### src/rtl/mem_stage_lsu.sv
`default_nettype none
// ============================================================================
// Module   : mem_stage_lsu
// Desc     : MEM pipeline stage: dTLB/supervisor address translation, data-cache
//            request/response handshake, load/store byte alignment, WB registers.
//            Optional macro MEM_MISALIGN_TRAP_EN traps misaligned accesses.
// Revision : 1.0 - initial release
// ============================================================================
module mem_stage_lsu #(
    parameter int XLEN  = 32,
    parameter int REG_W = 5,
    parameter int PPN_W = 20,
    parameter int OFF_W = 12
) (
    input  logic              clk_i,
    input  logic              rst_ni,
    input  logic              flush_i,
    input  logic              supervisor_mode_i,
    input  logic              ex_valid_i,
    input  logic              ex_mem_rd_i,
    input  logic              ex_mem_wr_i,
    input  logic [1:0]        ex_size_i,
    input  logic              ex_unsigned_i,
    input  logic              ex_wb_en_i,
    input  logic [REG_W-1:0]  ex_rd_i,
    input  logic [XLEN-1:0]   ex_addr_i,
    input  logic [XLEN-1:0]   ex_wdata_i,
    input  logic [XLEN-1:0]   ex_pc_i,
    input  logic              ex_tlb_miss_i,
    input  logic              tlb_hit_i,
    input  logic [PPN_W-1:0]  tlb_ppn_i,
    output logic              stall_o,
    output logic              dc_req_valid_o,
    output logic              dc_req_we_o,
    output logic [XLEN-1:0]   dc_req_addr_o,
    output logic [XLEN-1:0]   dc_req_wdata_o,
    output logic [XLEN/8-1:0] dc_req_be_o,
    input  logic              dc_req_ready_i,
    input  logic              dc_rsp_valid_i,
    input  logic [XLEN-1:0]   dc_rsp_rdata_i,
    output logic              wb_valid_o,
    output logic              wb_wb_en_o,
    output logic              wb_mem_to_reg_o,
    output logic [REG_W-1:0]  wb_rd_o,
    output logic [XLEN-1:0]   wb_data_o,
    output logic              wb_exc_o,
    output logic [1:0]        wb_cause_o,
    output logic [XLEN-1:0]   wb_badaddr_o,
    output logic [XLEN-1:0]   wb_pc_o
);
    localparam int BL = XLEN / 8;
    localparam int OW = $clog2(BL);

    typedef enum logic [1:0] {
        S_IDLE = 2'd0,
        S_REQ  = 2'd1,
        S_WAIT = 2'd2
    } state_e;

    state_e state_q, state_d;
    logic   kill_q, kill_d;
    logic   cap_en_w;

    // Captured access, held stable while the cache request is outstanding
    logic              we_q;
    logic [1:0]        size_q;
    logic              unsigned_q;
    logic              wb_en_q;
    logic [REG_W-1:0]  rd_q;
    logic [XLEN-1:0]   pc_q;
    logic [XLEN-1:0]   vaddr_q;
    logic [XLEN-1:0]   addr_q;
    logic [XLEN-1:0]   wdata_q;
    logic [BL-1:0]     be_q;

    logic              wb_valid_q, wb_valid_d;
    logic              wb_wb_en_q, wb_wb_en_d;
    logic              wb_mem_to_reg_q, wb_mem_to_reg_d;
    logic [REG_W-1:0]  wb_rd_q, wb_rd_d;
    logic [XLEN-1:0]   wb_data_q, wb_data_d;
    logic              wb_exc_q, wb_exc_d;
    logic [1:0]        wb_cause_q, wb_cause_d;
    logic [XLEN-1:0]   wb_badaddr_q, wb_badaddr_d;
    logic [XLEN-1:0]   wb_pc_q, wb_pc_d;

    logic [XLEN-1:0]   paddr_w;
    logic [3:0]        nbytes_w;
    logic [XLEN-1:0]   size_mask_w;
    logic [XLEN-1:0]   req_addr_w;
    logic [OW-1:0]     off_w;
    logic [BL-1:0]     be_w;
    logic [XLEN-1:0]   wdata_rep_w;
    logic              mem_op_w;
    logic              dtlb_miss_w;
    logic [1:0]        cause_w;
    logic              exc_w;

    always_comb begin
        paddr_w = '0;
        if (supervisor_mode_i) begin
            paddr_w = ex_addr_i;
        end else begin
            paddr_w[PPN_W+OFF_W-1:0] = {tlb_ppn_i, ex_addr_i[OFF_W-1:0]};
        end
    end

    assign nbytes_w    = 4'd1 << ex_size_i;
    assign size_mask_w = {{(XLEN-4){1'b0}}, nbytes_w - 4'd1};
    // Accesses are always issued size-aligned; with trapping enabled this is a no-op
    assign req_addr_w  = paddr_w & ~size_mask_w;
    assign off_w       = req_addr_w[OW-1:0];

    always_comb begin
        be_w        = '0;
        wdata_rep_w = '0;
        for (int i = 0; i < BL; i++) begin
            if ((i >= int'(off_w)) && (i < int'(off_w) + int'(nbytes_w))) begin
                be_w[i] = 1'b1;
            end
            wdata_rep_w[8*i +: 8] = ex_wdata_i[8*(i & (int'(nbytes_w) - 1)) +: 8];
        end
    end

    assign mem_op_w    = ex_mem_rd_i | ex_mem_wr_i;
    assign dtlb_miss_w = mem_op_w & ~supervisor_mode_i & ~tlb_hit_i;

`ifdef MEM_MISALIGN_TRAP_EN
    logic misalign_w;
    assign misalign_w = mem_op_w & (|(ex_addr_i & size_mask_w));
`endif

    always_comb begin
        cause_w = 2'd0;
        if (ex_tlb_miss_i) begin
            cause_w = 2'd2;
        end else if (dtlb_miss_w) begin
            cause_w = 2'd1;
        end
`ifdef MEM_MISALIGN_TRAP_EN
        else if (misalign_w) begin
            cause_w = 2'd3;
        end
`endif
    end
    assign exc_w = |cause_w;

    logic [XLEN-1:0] rdata_sh_w;
    logic [XLEN-1:0] ext_mask_w;
    logic            sign_w;
    logic [XLEN-1:0] load_ext_w;

    assign rdata_sh_w = dc_rsp_rdata_i >> {addr_q[OW-1:0], 3'b000};

    always_comb begin
        ext_mask_w = '1;
        sign_w     = 1'b0;
        case (size_q)
            2'd0: begin ext_mask_w = XLEN'(8'hFF);         sign_w = rdata_sh_w[7];  end
            2'd1: begin ext_mask_w = XLEN'(16'hFFFF);      sign_w = rdata_sh_w[15]; end
            2'd2: begin ext_mask_w = XLEN'(32'hFFFF_FFFF); sign_w = rdata_sh_w[31]; end
            default: ;
        endcase
        load_ext_w = (rdata_sh_w & ext_mask_w) | (~ext_mask_w & {XLEN{sign_w & ~unsigned_q}});
    end

    always_comb begin
        state_d         = state_q;
        kill_d          = kill_q;
        cap_en_w        = 1'b0;
        stall_o         = 1'b0;
        dc_req_valid_o  = 1'b0;
        wb_valid_d      = 1'b0;
        wb_wb_en_d      = wb_wb_en_q;
        wb_mem_to_reg_d = wb_mem_to_reg_q;
        wb_rd_d         = wb_rd_q;
        wb_data_d       = wb_data_q;
        wb_exc_d        = wb_exc_q;
        wb_cause_d      = wb_cause_q;
        wb_badaddr_d    = wb_badaddr_q;
        wb_pc_d         = wb_pc_q;

        case (state_q)
            S_IDLE: begin
                kill_d = 1'b0;
                if (ex_valid_i && !flush_i) begin
                    if (exc_w) begin
                        wb_valid_d      = 1'b1;
                        wb_wb_en_d      = 1'b0;
                        wb_mem_to_reg_d = 1'b0;
                        wb_rd_d         = ex_rd_i;
                        wb_data_d       = ex_addr_i;
                        wb_exc_d        = 1'b1;
                        wb_cause_d      = cause_w;
                        wb_badaddr_d    = ex_addr_i;
                        wb_pc_d         = ex_pc_i;
                    end else if (mem_op_w) begin
                        cap_en_w = 1'b1;
                        stall_o  = 1'b1;
                        state_d  = S_REQ;
                    end else begin
                        wb_valid_d      = 1'b1;
                        wb_wb_en_d      = ex_wb_en_i;
                        wb_mem_to_reg_d = 1'b0;
                        wb_rd_d         = ex_rd_i;
                        wb_data_d       = ex_addr_i;
                        wb_exc_d        = 1'b0;
                        wb_cause_d      = 2'd0;
                        wb_badaddr_d    = '0;
                        wb_pc_d         = ex_pc_i;
                    end
                end
            end
            S_REQ: begin
                dc_req_valid_o = 1'b1;
                if (dc_req_ready_i) begin
                    if (we_q) begin
                        state_d = S_IDLE;
                        if (!flush_i) begin
                            wb_valid_d      = 1'b1;
                            wb_wb_en_d      = wb_en_q;
                            wb_mem_to_reg_d = 1'b0;
                            wb_rd_d         = rd_q;
                            wb_data_d       = vaddr_q;
                            wb_exc_d        = 1'b0;
                            wb_cause_d      = 2'd0;
                            wb_badaddr_d    = '0;
                            wb_pc_d         = pc_q;
                        end
                    end else begin
                        // Accepted load: a flush now only suppresses its writeback
                        state_d = S_WAIT;
                        stall_o = 1'b1;
                        kill_d  = flush_i;
                    end
                end else if (flush_i) begin
                    state_d = S_IDLE;
                end else begin
                    stall_o = 1'b1;
                end
            end
            S_WAIT: begin
                if (dc_rsp_valid_i) begin
                    state_d = S_IDLE;
                    if (!(kill_q || flush_i)) begin
                        wb_valid_d      = 1'b1;
                        wb_wb_en_d      = wb_en_q;
                        wb_mem_to_reg_d = 1'b1;
                        wb_rd_d         = rd_q;
                        wb_data_d       = load_ext_w;
                        wb_exc_d        = 1'b0;
                        wb_cause_d      = 2'd0;
                        wb_badaddr_d    = '0;
                        wb_pc_d         = pc_q;
                    end
                end else begin
                    stall_o = 1'b1;
                    if (flush_i) begin
                        kill_d = 1'b1;
                    end
                end
            end
            default: state_d = S_IDLE;
        endcase
    end

    always_ff @(posedge clk_i or negedge rst_ni) begin
        if (!rst_ni) begin
            state_q         <= S_IDLE;
            kill_q          <= 1'b0;
            we_q            <= 1'b0;
            size_q          <= 2'd0;
            unsigned_q      <= 1'b0;
            wb_en_q         <= 1'b0;
            rd_q            <= '0;
            pc_q            <= '0;
            vaddr_q         <= '0;
            addr_q          <= '0;
            wdata_q         <= '0;
            be_q            <= '0;
            wb_valid_q      <= 1'b0;
            wb_wb_en_q      <= 1'b0;
            wb_mem_to_reg_q <= 1'b0;
            wb_rd_q         <= '0;
            wb_data_q       <= '0;
            wb_exc_q        <= 1'b0;
            wb_cause_q      <= 2'd0;
            wb_badaddr_q    <= '0;
            wb_pc_q         <= '0;
        end else begin
            state_q <= state_d;
            kill_q  <= kill_d;
            if (cap_en_w) begin
                we_q       <= ex_mem_wr_i;
                size_q     <= ex_size_i;
                unsigned_q <= ex_unsigned_i;
                wb_en_q    <= ex_wb_en_i;
                rd_q       <= ex_rd_i;
                pc_q       <= ex_pc_i;
                vaddr_q    <= ex_addr_i;
                addr_q     <= req_addr_w;
                wdata_q    <= wdata_rep_w;
                be_q       <= be_w;
            end
            wb_valid_q      <= wb_valid_d;
            wb_wb_en_q      <= wb_wb_en_d;
            wb_mem_to_reg_q <= wb_mem_to_reg_d;
            wb_rd_q         <= wb_rd_d;
            wb_data_q       <= wb_data_d;
            wb_exc_q        <= wb_exc_d;
            wb_cause_q      <= wb_cause_d;
            wb_badaddr_q    <= wb_badaddr_d;
            wb_pc_q         <= wb_pc_d;
        end
    end

    assign dc_req_we_o     = we_q;
    assign dc_req_addr_o   = addr_q;
    assign dc_req_wdata_o  = wdata_q;
    assign dc_req_be_o     = be_q;
    assign wb_valid_o      = wb_valid_q;
    assign wb_wb_en_o      = wb_wb_en_q;
    assign wb_mem_to_reg_o = wb_mem_to_reg_q;
    assign wb_rd_o         = wb_rd_q;
    assign wb_data_o       = wb_data_q;
    assign wb_exc_o        = wb_exc_q;
    assign wb_cause_o      = wb_cause_q;
    assign wb_badaddr_o    = wb_badaddr_q;
    assign wb_pc_o         = wb_pc_q;

endmodule
`default_nettype wire

### config.mk
export PLATFORM = sky130hd
export DESIGN_NAME = mem_stage_lsu
export DESIGN_NICKNAME = d
export VERILOG_FILES = /design/src/rtl/mem_stage_lsu.sv
export SDC_FILE = /design/constraint.sdc
export NUM_CORES = 1
export LEC_CHECK = 0
export ABC_AREA = 1
export CORE_MARGIN = 4
export CORE_UTILIZATION = 48
export CTS_CLUSTER_DIAMETER = 150
export DETAILED_ROUTE_END_ITERATION = 10
export PLACE_DENSITY = 0.86
export SLEW_MARGIN = 5
export SYNTH_ARGS = -nofsm -noshare
export SYNTH_HDL_FRONTEND = slang
export SYNTH_SLANG_ARGS = --single-unit
### constraint.sdc
create_clock -name clk_i -period 2.2 [get_ports clk_i]
set_input_delay 0.33 -clock clk_i [delete_from_list [all_inputs] [get_ports clk_i]]
set_output_delay 0.33 -clock clk_i [all_outputs]
set_load 0.005 [all_outputs]
; Word level (Yosys, flattened, before mapping)
; Index checks and enable logic that the tools add are counted.
[totals]
mem_bits_ro = 0
latchBits = 0
memories = 0
regBits = 252
elab_cells = 187
ram_bits = 0
out_inout_bits = 178
[op_classes]
mux = 108
addsub = 3
eq_ne = 17
n_div = 0
multipliers = 0
shift = 5
order_cmp = 7
reduce_logical = 13
bitwise_logic = 13
[ops]
columns = operator, count
row1 = 32-bit 2-to-1 mux, 25
row2 = 32-bit case mux with 3 select lines, 3
row3 = 32-bit AND, 3
row4 = 32-bit case mux with 2 select lines, 1
row5 = 32-bit by 6-bit indexed part select with 8-bit output, 2
row6 = 1-bit 2-to-1 mux, 45
row7 = 5-bit 2-to-1 mux, 8
row8 = 1-bit by 32-bit < comparator with 1-bit output (first input constant), 1
row9 = 2-bit by 32-bit < comparator with 1-bit output (first input constant), 1
row10 = 3-bit by 32-bit < comparator with 1-bit output (first input constant), 1
row11 = 2-bit 2-to-1 mux, 16
row12 = 32-bit inverter, 1
row13 = 4-bit inverter with 32-bit output, 1
row14 = 32-bit OR, 1
row15 = 32-bit by 5-bit indexed part select with 8-bit output, 1
row16 = 32-bit by 5-bit right shift with 32-bit output, 1
row17 = 2-bit != test (second input constant), 11
row18 = 1-bit case mux with 3 select lines, 7
row19 = 5-bit case mux with 3 select lines, 1
row20 = 2-bit case mux with 3 select lines, 2
row21 = 5-bit AND reduction, 2
row22 = 8-bit AND reduction, 1
row23 = 3-bit != test (second input constant), 2
row24 = 2-bit by 4-bit adder with 5-bit output, 1
row25 = other kinds (17), 28

; Logic depth before layout (Yosys ltp)
; Gate-level depths: netlist (run 1).
[logic_depth]
word_depth = 9
mapped_depth = 12
ltp_nobuf = 11

; Worst setup path before layout (run 1)
; OpenSTA, ideal clock, no wires.
[synth_timing]
path_type = register -> output
from = register state_q[0]
to = output stall_o
slack_ps = 362
arrival_time_ps = 1508
required_ps = 1870
path_buffers = 2
stages_incl_launch_ff = 9
path_cell_list = dfrtp_1 inv_1 ha_1 nand2_1 nor2_8 inv_4 buf_6 buf_4 a21oi_1
[synth_between]
elab_chain_len = 2
word_cells_on_any_way = 4
[synth_rtl]
columns = element, line_no
row1 = "start, declared", 60  ; state_e state_q, state_d;
row2 = "start signal, assigned", 290  ; state_q <= state_d;
row3 = "2-bit equality test, or another cell as far along", 182  ; case (state_q)
row4 = 1-bit case mux with 3 select lines *, 182
row5 = "end, declared", 32  ; output logic stall_o,
; Every way passes the cells marked *; elsewhere a longest branch is shown, timed or not.

; Final worst setup path (run 1)
; Same ends and word-level chain as after synthesis.

==> results of run 1 <==
## worst max-delay path: cells and delay by family, from the launching register on
kind                       cells  cell delay [ns]
DFF                            1             0.40
AOI/OAI and AO/OA              3             0.28
buffers and inverters          3             0.26
and+or+nand+nor                1             0.24
adders and majority gates      1             0.13
## area by class of cell
cell class	instances	area, um2
Timing Repair Buffer	423	4290
Tap cell	319	399
Clock buffer	37	753
Inverter	68	260
Clock inverter	12	184
Sequential cell	244	6110
Fill cell	1767	6840
Multi-Input combinational cell	1083	4910
## flip-flops by register name (all words and copies together), names as in the netlist, 2 cells and up
register	flops
vaddr_q	32
wb_badaddr_o	32
pc_q	32
wb_pc_o	32
wb_data_o	32
dc_req_wdata_o	32
size_q	2
dc_req_addr_o	24
dc_req_be_o	4
wb_cause_o	2
state_q	2
wb_rd_o	5
rd_q	5
## power by group
group / internal, mW / switching [mW] / total, mW
Clock: 2.88 / 1.84 / 4.72
Sequential: 6.63 / 1.31 / 7.94
Combinational: 5.98 / 6.04 / 12.0
Total: 15.5 / 9.20 / 24.7
## cells by family (layout without fill, tap and decap cells)
kind of cell	count (synthesis)	after routing	share of synthesized area, %
simple gates	753	753	25.3
compound gates	294	294	12.6
flops	244	244	52.1
buf+inv	172	540	6.78
mux	30	30	2.56
fa+ha+maj	5	5	0.534
xor+xnor	1	1	0.0747
## layer usage
layer	wire length, um	GRT usage, %	share of wire (%)
met1	15100	36.6	39
met2	19100	48.0	49
met3	3530	5.60	9.1
met4	1080	8.12	2.8
met5	0	0	0
## worst paths after layout
path	start	endpoint	slack (ns)	cells past startpoint
setup / recovery	state_q[0]	stall_o	0.006	8
hold / removal	rst_ni	wb_data_o[6]	0.35	2
setup reg to reg	state_q[1]	wb_badaddr_o[30]	0.04	10
hold reg to reg	pc_q[17]	pc_q[17]	0.47	2
max in group asynchronous	rst_ni	wb_pc_o[11]	1.15	3
min in group clk_i	ex_rd_i[3]	rd_q[3]	0.36	3
## placed cells by master (no fill, tap or decap), types with 2 or more instances in the layout
master	count
nand2_1	578
clkdlybuf4s50_1	342
dfrtp_1	242
o21ai_1	133
o21ai_0	92
nor2_1	89
nand3_1	70
a21oi_1	60
inv_1	59
buf_4	56
mux2i_1	30
clkbuf_16	27
buf_12	15
clkbuf_1	6
nand2_2	5
inv_2	5
clkbuf_8	4
clkinv_2	4
bufinv_16	4
a31oi_1	3
clkinv_1	3
ha_4	3
buf_6	3
nor3_2	2
nand4_1	2
o211ai_1	2
ha_1	2
clkinvlp_4	2
dfrtp_2	2
buf_8	2
## repair_timing
action                                 CTS  global route
buffers inserted                         2             2
gates resized for setup                 20            12
pin swaps                                2             4
setup endpoints to repair               40           127
hold buffers                             1             0
gates cloned                             1             0
endpoints found under the hold margin   58             0
==> results_dict.tcl, run 1 <==
set metrics [dict create \
    cts.root.buffer_cell "clkbuf_16" \
    ys_types 32 \
    crit_fanout 2 \
    h-tree-depth 1 \
    synth.top_cells.by_area "dfrtp_1, nand2_1, o21ai_1" \
    drt_iter0_drc 1120 \
    synth_cells 1499 \
    initial_core_util_pct 49.4 \
    start_kind "flop" \
    yosysMostFrequentCell "nand2_1" \
    synth-main-ff-cell "dfrtp_1" \
    worstPathCellList "inv_2 > ha_4 > inv_1 > or2_4 > o21ai_4 > a21oi_2 > a21oi_4 > buf_2" \
    grt_max_degree 93 \
    postRouteAntennaNets 0 \
    dpl-instance-area_mm2 0.0158 \
    min_period_ns 2.19 \
    max-cap-violations 0 \
    firstDrtPassIters 7 \
    syn-mean-instance-area_um2 7.82 \
    pre_cts_slack_ns -0.462 \
    setup_viol 0 \
    cts_buffers 27 \
    setup_ws_ns 0.00622 \
    peakVddDrop_uv 853 \
    crit_path_max_incr_delay_ns 0.40 \
    crit_type "flop to output pin" \
    async_flop_share_pct 100 \
    leakage_nw 8.05 \
    synth_top_area_cell "dfrtp_1" \
    period_share_pct 99.7 \
    slowest_stage "dfrtp_1" \
    hpwl_um 27600 \
    ys_seq_elements 244 \
    synth.cell_area_mm2 0.0117 \
    die_area_mm2 0.0270 \
    status "finished, final reports clean" \
    syn-num-nets 1672 \
    core_mm2 0.0238 \
    ys_warn_count 0 \
    fin_cells 2186 \
    cellPowerDensity_mw_per_mm2 1460 \
    antennaDiodeCount 0 \
    clkTransAtPathRegs_ns 0.06 \
    hold_ws_ns 0.348 \
    clk_latency_ns 0.54 \
    antenna_found_initial 0 \
    fmax_mhz 456 \
    yosysSeqAreaShare_pct 52.1 \
    rsz0062_at_grt "true" \
    hold_path_class "primary input to async pin" \
    worst-endpoint-arrival_ns 1.86 \
    place_inst 2132 \
    drv_slew 0 \
    portBuffers 345 \
    tightestPinTransition_ns 0.523 \
    end_kind "output pin" \
    wl_um 38800 \
    cts.sinks 244 \
    slew_headroom_pct 65.2 \
    total_power_mw 24.7 \
    gr-total-overflow 0 \
    required_ns 1.87 \
    gp_congestion 0.922 \
    drive_above_1_share_pct 7.93 \
    nets 2020 \
    tritoncts "built" \
    grt_usage_pct 28.2 \
    grt_pass1_vias 11700 \
    rows 56 \
    grt_pass1_wl_um 61200 \
    die_w_um 164 \
    synth_commonest_cells "nand2_1, dfrtp_1, o21ai_1, o21ai_0, nor2_1" \
    utilization_pct 71.2 \
    avgViaCountPerCell 5.37 \
    io_pins 346 \
    synth.top_cell.area_share_pct 52.1 \
    synth-edff-count 0 \
    hold_violations 0 \
    cts.path.max_buffers 3 \
    final.setup.tns_ns 0 \
    finalClockSkew_ns 0.0103 \
    fp.dieH_um 164 \
    wl_per_cell_um 17.8 \
    fin_area_mm2 0.0169 \
    post-route-drc-count 0 \
    area_growth_pct 44.2 \
    via_count 11700 \
]
Power figures use the tool's default switching activity.
==> run 2, diff against run 1 <==
--- a/config.mk
+++ b/config.mk
@@ -10,7 +10,7 @@
 export CORE_UTILIZATION = 48
 export CTS_CLUSTER_DIAMETER = 150
 export DETAILED_ROUTE_END_ITERATION = 10
-export PLACE_DENSITY = 0.86
+export PLACE_DENSITY = 0.81
 export SLEW_MARGIN = 5
 export SYNTH_ARGS = -nofsm -noshare
 export SYNTH_HDL_FRONTEND = slang
==> run 2 against run 1 <==
Compared with the run above:
- worst setup slack gained 0.0090 ns
- hold slack got worse by 0.074 ns
- final cell count is 0.27% lower
- maximum frequency up 0.41%
- largest cell class unchanged
- global-route usage fell by 0.10 points
- clock-buffer cell count up 1
- critical path depth did not move
- sequential cell count unchanged
- highest routed layer unchanged
==> results_dict.tcl, run 2 (same netlist as run 1, synthesis figures left out) <==
set metrics [dict create \
    setup_viol 0 \
    clk_latency_ns 0.55 \
    slew_headroom_pct 56.4 \
    grt_usage_pct 28.1 \
    hold_violations 0 \
    clkTransAtPathRegs_ns 0.06 \
    hold_ws_ns 0.274 \
    fmax_mhz 458 \
    p_int_mw 15.3 \
    firstDrtPassIters 5 \
    worst-endpoint-arrival_ns 1.85 \
    wl_um 39100 \
    required_ns 1.87 \
    cts.path.max_buffers 3 \
    seqPwrFrac_pct 32.3 \
    total_power_mw 24.6 \
    pre_cts_slack_ns -0.376 \
    via_count 11700 \
    leakage_nw 8.04 \
    initial_core_util_pct 49.4 \
    status "finished, final reports clean" \
    min_period_ns 2.18 \
    rows 56 \
    hold_path_class "primary input to async pin" \
    fp.dieH_um 164 \
    io_pins 346 \
    gr-total-overflow 0 \
    hpwl_um 27200 \
    die_area_mm2 0.0270 \
    drive_above_1_share_pct 7.74 \
    peakVddDrop_uv 857 \
    post-route-drc-count 0 \
    crit_fanout 2 \
    grt_pass1_wl_um 60600 \
    tritoncts "built" \
    wl_per_cell_um 17.9 \
    gp_congestion 0.995 \
    finalClockSkew_ns 0.0167 \
    cts.root.buffer_cell "clkbuf_16" \
    area_growth_pct 43.8 \
    die_w_um 164 \
    tightestPinTransition_ns 0.654 \
    swShare_pct 37.7 \
    p_comb_share_pct 48.3 \
    cts.sinks 244 \
    dpl-instance-area_mm2 0.0157 \
    postRouteAntennaNets 0 \
    period_share_pct 99.3 \
    end_kind "output pin" \
    p_switching_mw 9.25 \
    core_mm2 0.0238 \
    setup_ws_ns 0.0152 \
    final_common_cell "nand2_1" \
    drt_iter0_drc 1072 \
    cts_buffers 27 \
    final.setup.tns_ns 0 \
    fin_area_mm2 0.0169 \
    antenna_found_initial 1 \
    grt_pass1_vias 11500 \
    clkPwrFrac_pct 19.4 \
    max-cap-violations 0 \
    h-tree-depth 1 \
    rsz0062_at_grt "true" \
    nets 2013 \
    start_kind "flop" \
    drv_slew 0 \
    crit_type "flop to output pin" \
    portBuffers 345 \
    final_cell_mix "nand2_1, clkdlybuf4s50_1, dfrtp_1" \
    avgViaCountPerCell 5.36 \
    cellPowerDensity_mw_per_mm2 1460 \
    grt_max_degree 118 \
]
## run 2: final timing paths
path	from	slack [ns]	cells after the start	to
setup / recovery	state_q[0]	0.02	8	stall_o
hold / removal	rst_ni	0.27	2	vaddr_q[26]
setup reg to reg	state_q[1]	0.07	13	wb_pc_o[24]
hold reg to reg	dc_req_wdata_o[15]	0.47	2	dc_req_wdata_o[15]
max in group asynchronous	rst_ni	1.22	3	vaddr_q[3]
min in group clk_i	ex_pc_i[22]	0.35	3	pc_q[22]
## run 2: power by group through the flow
stage	sequential, mW	clock, mW	combinational [mW]
after floorplan	7.79	0	5.88
after global placement	7.86	0	11.1
after detailed placement	7.91	0	11.4
after CTS	7.91	4.82	11.6
after global routing	8.16	5.05	13.1
final	7.93	4.78	11.8
## run 2: per-stage QoR
stage / instances / util, %
after global routing: 2180 / 71.0
after global placement: 2122 / 66.1
after CTS: 2175 / 70.5
after floorplan: 1499 / -
after detailed placement: 2122 / 66.1
final: 2180 / 71.0
## run 2: timing repair
item                                    4_1_cts  5_1_grt
gates cloned                                  0        2
endpoints found under the hold margin        43        0
buffers inserted                              3        2
hold buffers                                  1        0
endpoints found under the setup margin       91      110
resized for setup                            19       11
pin swaps                                     1        4
## run 2: area by class of cell
type	count	area, um2
repair buffers	416	4220
clock buffers	38	797
well taps	319	399
multi-input cells	1083	4920
clock inverters	11	153
flip-flops and latches	244	6110
fillers	1824	6890
diodes	1	2.50
inverters	68	260
## run 2: per-layer routing
metal	global-route usage, %	wire, um
met2	46.9	18700
met4	9.57	1490
met5	0	0
met1	36.4	15300
met3	5.87	3530
## run 2: critical path, stage by stage, from the launching register on
cell,delay (ns)
dfrtp_1,0.39
inv_2,0.08
ha_4,0.13
inv_2,0.04
or2_4,0.24
o21ai_4,0.07
a21oi_2,0.06
a21oi_4,0.15
buf_2,0.13
==> run 3, diff against run 2 <==
--- a/config.mk
+++ b/config.mk
@@ -5,12 +5,13 @@
 export SDC_FILE = /design/constraint.sdc
 export NUM_CORES = 1
 export LEC_CHECK = 0
-export ABC_AREA = 1
 export CORE_MARGIN = 4
-export CORE_UTILIZATION = 48
+export CORE_UTILIZATION = 47
 export CTS_CLUSTER_DIAMETER = 150
+export CTS_CLUSTER_SIZE = 10
 export DETAILED_ROUTE_END_ITERATION = 10
-export PLACE_DENSITY = 0.81
+export HOLD_SLACK_MARGIN = 0.05
+export PLACE_DENSITY = 0.8
 export SLEW_MARGIN = 5
 export SYNTH_ARGS = -nofsm -noshare
 export SYNTH_HDL_FRONTEND = slang
==> run 3 against run 2 <==
Compared with the run above:
- clock power down 17%
- final cell count down 14%
- synthesized cell count down 21%
- register-to-register slack worse by 0.099 ns
- die area down 1.4%
- combinational power about the same
- routed wire length down 3.7%
- clock-buffer cell count down 9
- the flow now finishes with violations (negative setup slack)
- largest cell class unchanged
- first-iteration DRC count down 35%
- global-route usage down 0.77 points
- hold slack better by 0.081 ns
==> results_dict.tcl, run 3 <==
set metrics [dict create \
    yosysMostFrequentCell "nand2_1" \
    portBuffers 345 \
    syn-mean-instance-area_um2 9.57 \
    crit_fanout 7 \
    dr_wl_met2_um 18100 \
    cts.sinks 244 \
    wl_met3_um 3460 \
    wl_per_cell_um 20.1 \
    end_kind "flop" \
    ys_seq_elements 244 \
    synth.area.mux_share_pct 11.1 \
    synth.top_cell.area_share_pct 54.0 \
    path_common_cell "buf_6" \
    fp.dieH_um 163 \
    highest_layer "met5" \
    synth_xor_area_share_pct 0.0775 \
    cts.path.max_buffers 3 \
    crit_family "simple AND/OR/NAND/NOR gates" \
    antenna_found_initial 1 \
    cts_buffers 28 \
    ys_types 51 \
    drive_above_1_share_pct 10.5 \
    grt_pass1_vias 10400 \
    gp_congestion 0.864 \
    synth.cell_area_mm2 0.0113 \
    die_w_um 163 \
    hold_violations 0 \
    nets 1728 \
    worst-endpoint-arrival_ns 2.63 \
    pre_cts_slack_ns -0.439 \
    tritoncts "built" \
    leakage_nw 7.59 \
    finalClockSkew_ns 0.00886 \
    start_kind "flop" \
    ys_warn_count 0 \
    firstDrtPassIters 5 \
    violations "negative setup slack" \
    initial_core_util_pct 48.0 \
    wl_um 37600 \
    post-route-drc-count 0 \
    via_count 10300 \
    postRouteAntennaNets 0 \
    io_pins 346 \
    max-cap-violations 0 \
    min_period_ns 2.23 \
    clk_latency_ns 0.53 \
    setup_ws_ns -0.0294 \
    fmax_mhz 449 \
    core_mm2 0.0235 \
    synth_commonest_cells "nand2_1, dfrtp_1, o21ai_0, mux2i_1, clkbuf_1" \
    rsz0062_at_grt "true" \
    required_ns 2.60 \
    worstPathCellList "inv_2 > buf_6 > ha_4 > or4b_4 > nand4_1 > buf_12 > buf_8 > buf_6 > mux2i_1 > o22ai_2" \
    drt_iter0_drc 700 \
    grt_max_degree 107 \
    final.setup.tns_ns -0.0294 \
    m1WireLength_um 14800 \
    synth_fa_ha_area_share_pct 0.553 \
    synth_compound_area_share_pct 13.7 \
    cts.root.buffer_cell "clkbuf_16" \
    crit_buf_inv 5 \
    grt_pass1_wl_um 57700 \
    slew_headroom_pct 49.8 \
    synth_top_area_cell "dfrtp_1" \
    hpwl_um 27000 \
    status "finished with violations" \
    area_growth_pct 46.8 \
    synth-edff-count 0 \
    die_area_mm2 0.0266 \
    synth_top_family_by_area "simple AND/OR/NAND/NOR gates" \
    slowest_stage "or4b_4" \
    avgViaCountPerCell 5.49 \
    synth.top_cells.by_area "dfrtp_1, nand2_1, mux2i_1" \
    gr-total-overflow 0 \
    drv_slew 0 \
    rows 56 \
    async_flop_share_pct 100 \
    yosysSeqAreaShare_pct 54.0 \
    synth_simple_gate_area_share_pct 16.5 \
    crit_type "flop to flop" \
    grt_usage_pct 27.3 \
    crit_path_max_incr_delay_ns 0.46 \
    h-tree-depth 1 \
    hold_path_class "primary input to async pin" \
    setup_viol 1 \
    period_share_pct 101 \
    tightestPinTransition_ns 0.752 \
    cellPowerDensity_mw_per_mm2 1420 \
    synth_cells 1182 \
    synth-main-ff-cell "dfrtp_1" \
    clkTransAtPathRegs_ns 0.06 \
    hold_ws_ns 0.355 \
    peakVddDrop_uv 1040 \
    syn-num-nets 1355 \
    final_common_cell "nand2_1" \
    final_cell_mix "nand2_1, clkdlybuf4s50_1, dfrtp_1" \
]
[run 3: changes by cell type after synthesis, moves of 32 or more]
cell	change
nand2_1	-189
o21ai_1	-133
mux2i_1	+90
nor2_1	-70
nand3_1	-65
inv_1	-54
a21oi_1	-47
o21ai_0	+37
a22o_1	+32
[run 3: worst paths after layout]
kind	slack [ns]	endpoint	start	cells past startpoint
worst max-delay path	-0.03	wb_data_o[30]	state_q[0]	10
worst min-delay path	0.36	dc_req_addr_o[20]	rst_ni	2
worst max register to register	-0.03	wb_data_o[30]	state_q[0]	10
worst min register to register	0.47	wb_en_q	wb_en_q	2
max in group asynchronous	1.14	vaddr_q[11]	rst_ni	3
min in group clk_i	0.36	unsigned_q	ex_unsigned_i	3
[run 3: report_power, final]
group / switching (mW) / total (mW) / internal [mW]
Sequential: 1.33 / 7.91 / 6.59
Combinational: 5.55 / 11.6 / 6.10
Clock: 1.68 / 3.98 / 2.30
Total: 8.56 / 23.5 / 15.0
[run 3: metrics by stage]
| stage | std cells | power [mW] | instance area [um2] | util (%) |
|---|---|---|---|---|
| final | 1875 | 23.5 | 16600 | 70.5 |
| after global routing | 1874 | 25.1 | 16600 | 70.5 |
| after CTS | 1871 | 23.2 | 16400 | 69.8 |
| after detailed placement | 1838 | 19.0 | 15600 | 66.4 |
| after global placement | 1838 | 18.6 | 15600 | 66.4 |
| after floorplan | 1182 | 13.2 | 11300 | - |
[run 3: metal layers]
metal / track usage [%] / vias to the layer above
met5: 0 / -
met4: 8.35 / 2
met3: 7.34 / 85
met2: 46.0 / 469
met1: 34.6 / 4982
li1: - / 4763
[run 3: cell families (layout without fill, tap and decap cells)]
kind of cell / after synthesis / in the layout
AO/OA/AOI/OAI: 244 / 245
buffers and inverters: 100 / 472
other: 0 / 1
adder cells (fa/ha/maj): 5 / 5
AND/OR/NAND/NOR: 464 / 464
flip-flops: 244 / 244
multiplexers: 124 / 124
XOR/XNOR: 1 / 1
[run 3: cell type report]
type,instances,area [um2]
inverter,8,30.0
clock buffer,29,726
antenna,1,2.50
tap,319,399
fill,1782,6940
sequential,244,6110
clock inverter,1,8.76
multi-input combinational,839,4970
timing repair buffer,434,4350
[run 3: repair_timing]
item,4_1_cts,5_1_grt
hold endpoints to repair,56,0
hold buffers,1,0
pin swaps,3,7
endpoints found under the setup margin,18,25
buffers inserted,2,2
gates resized for setup,19,32
cloned,0,1
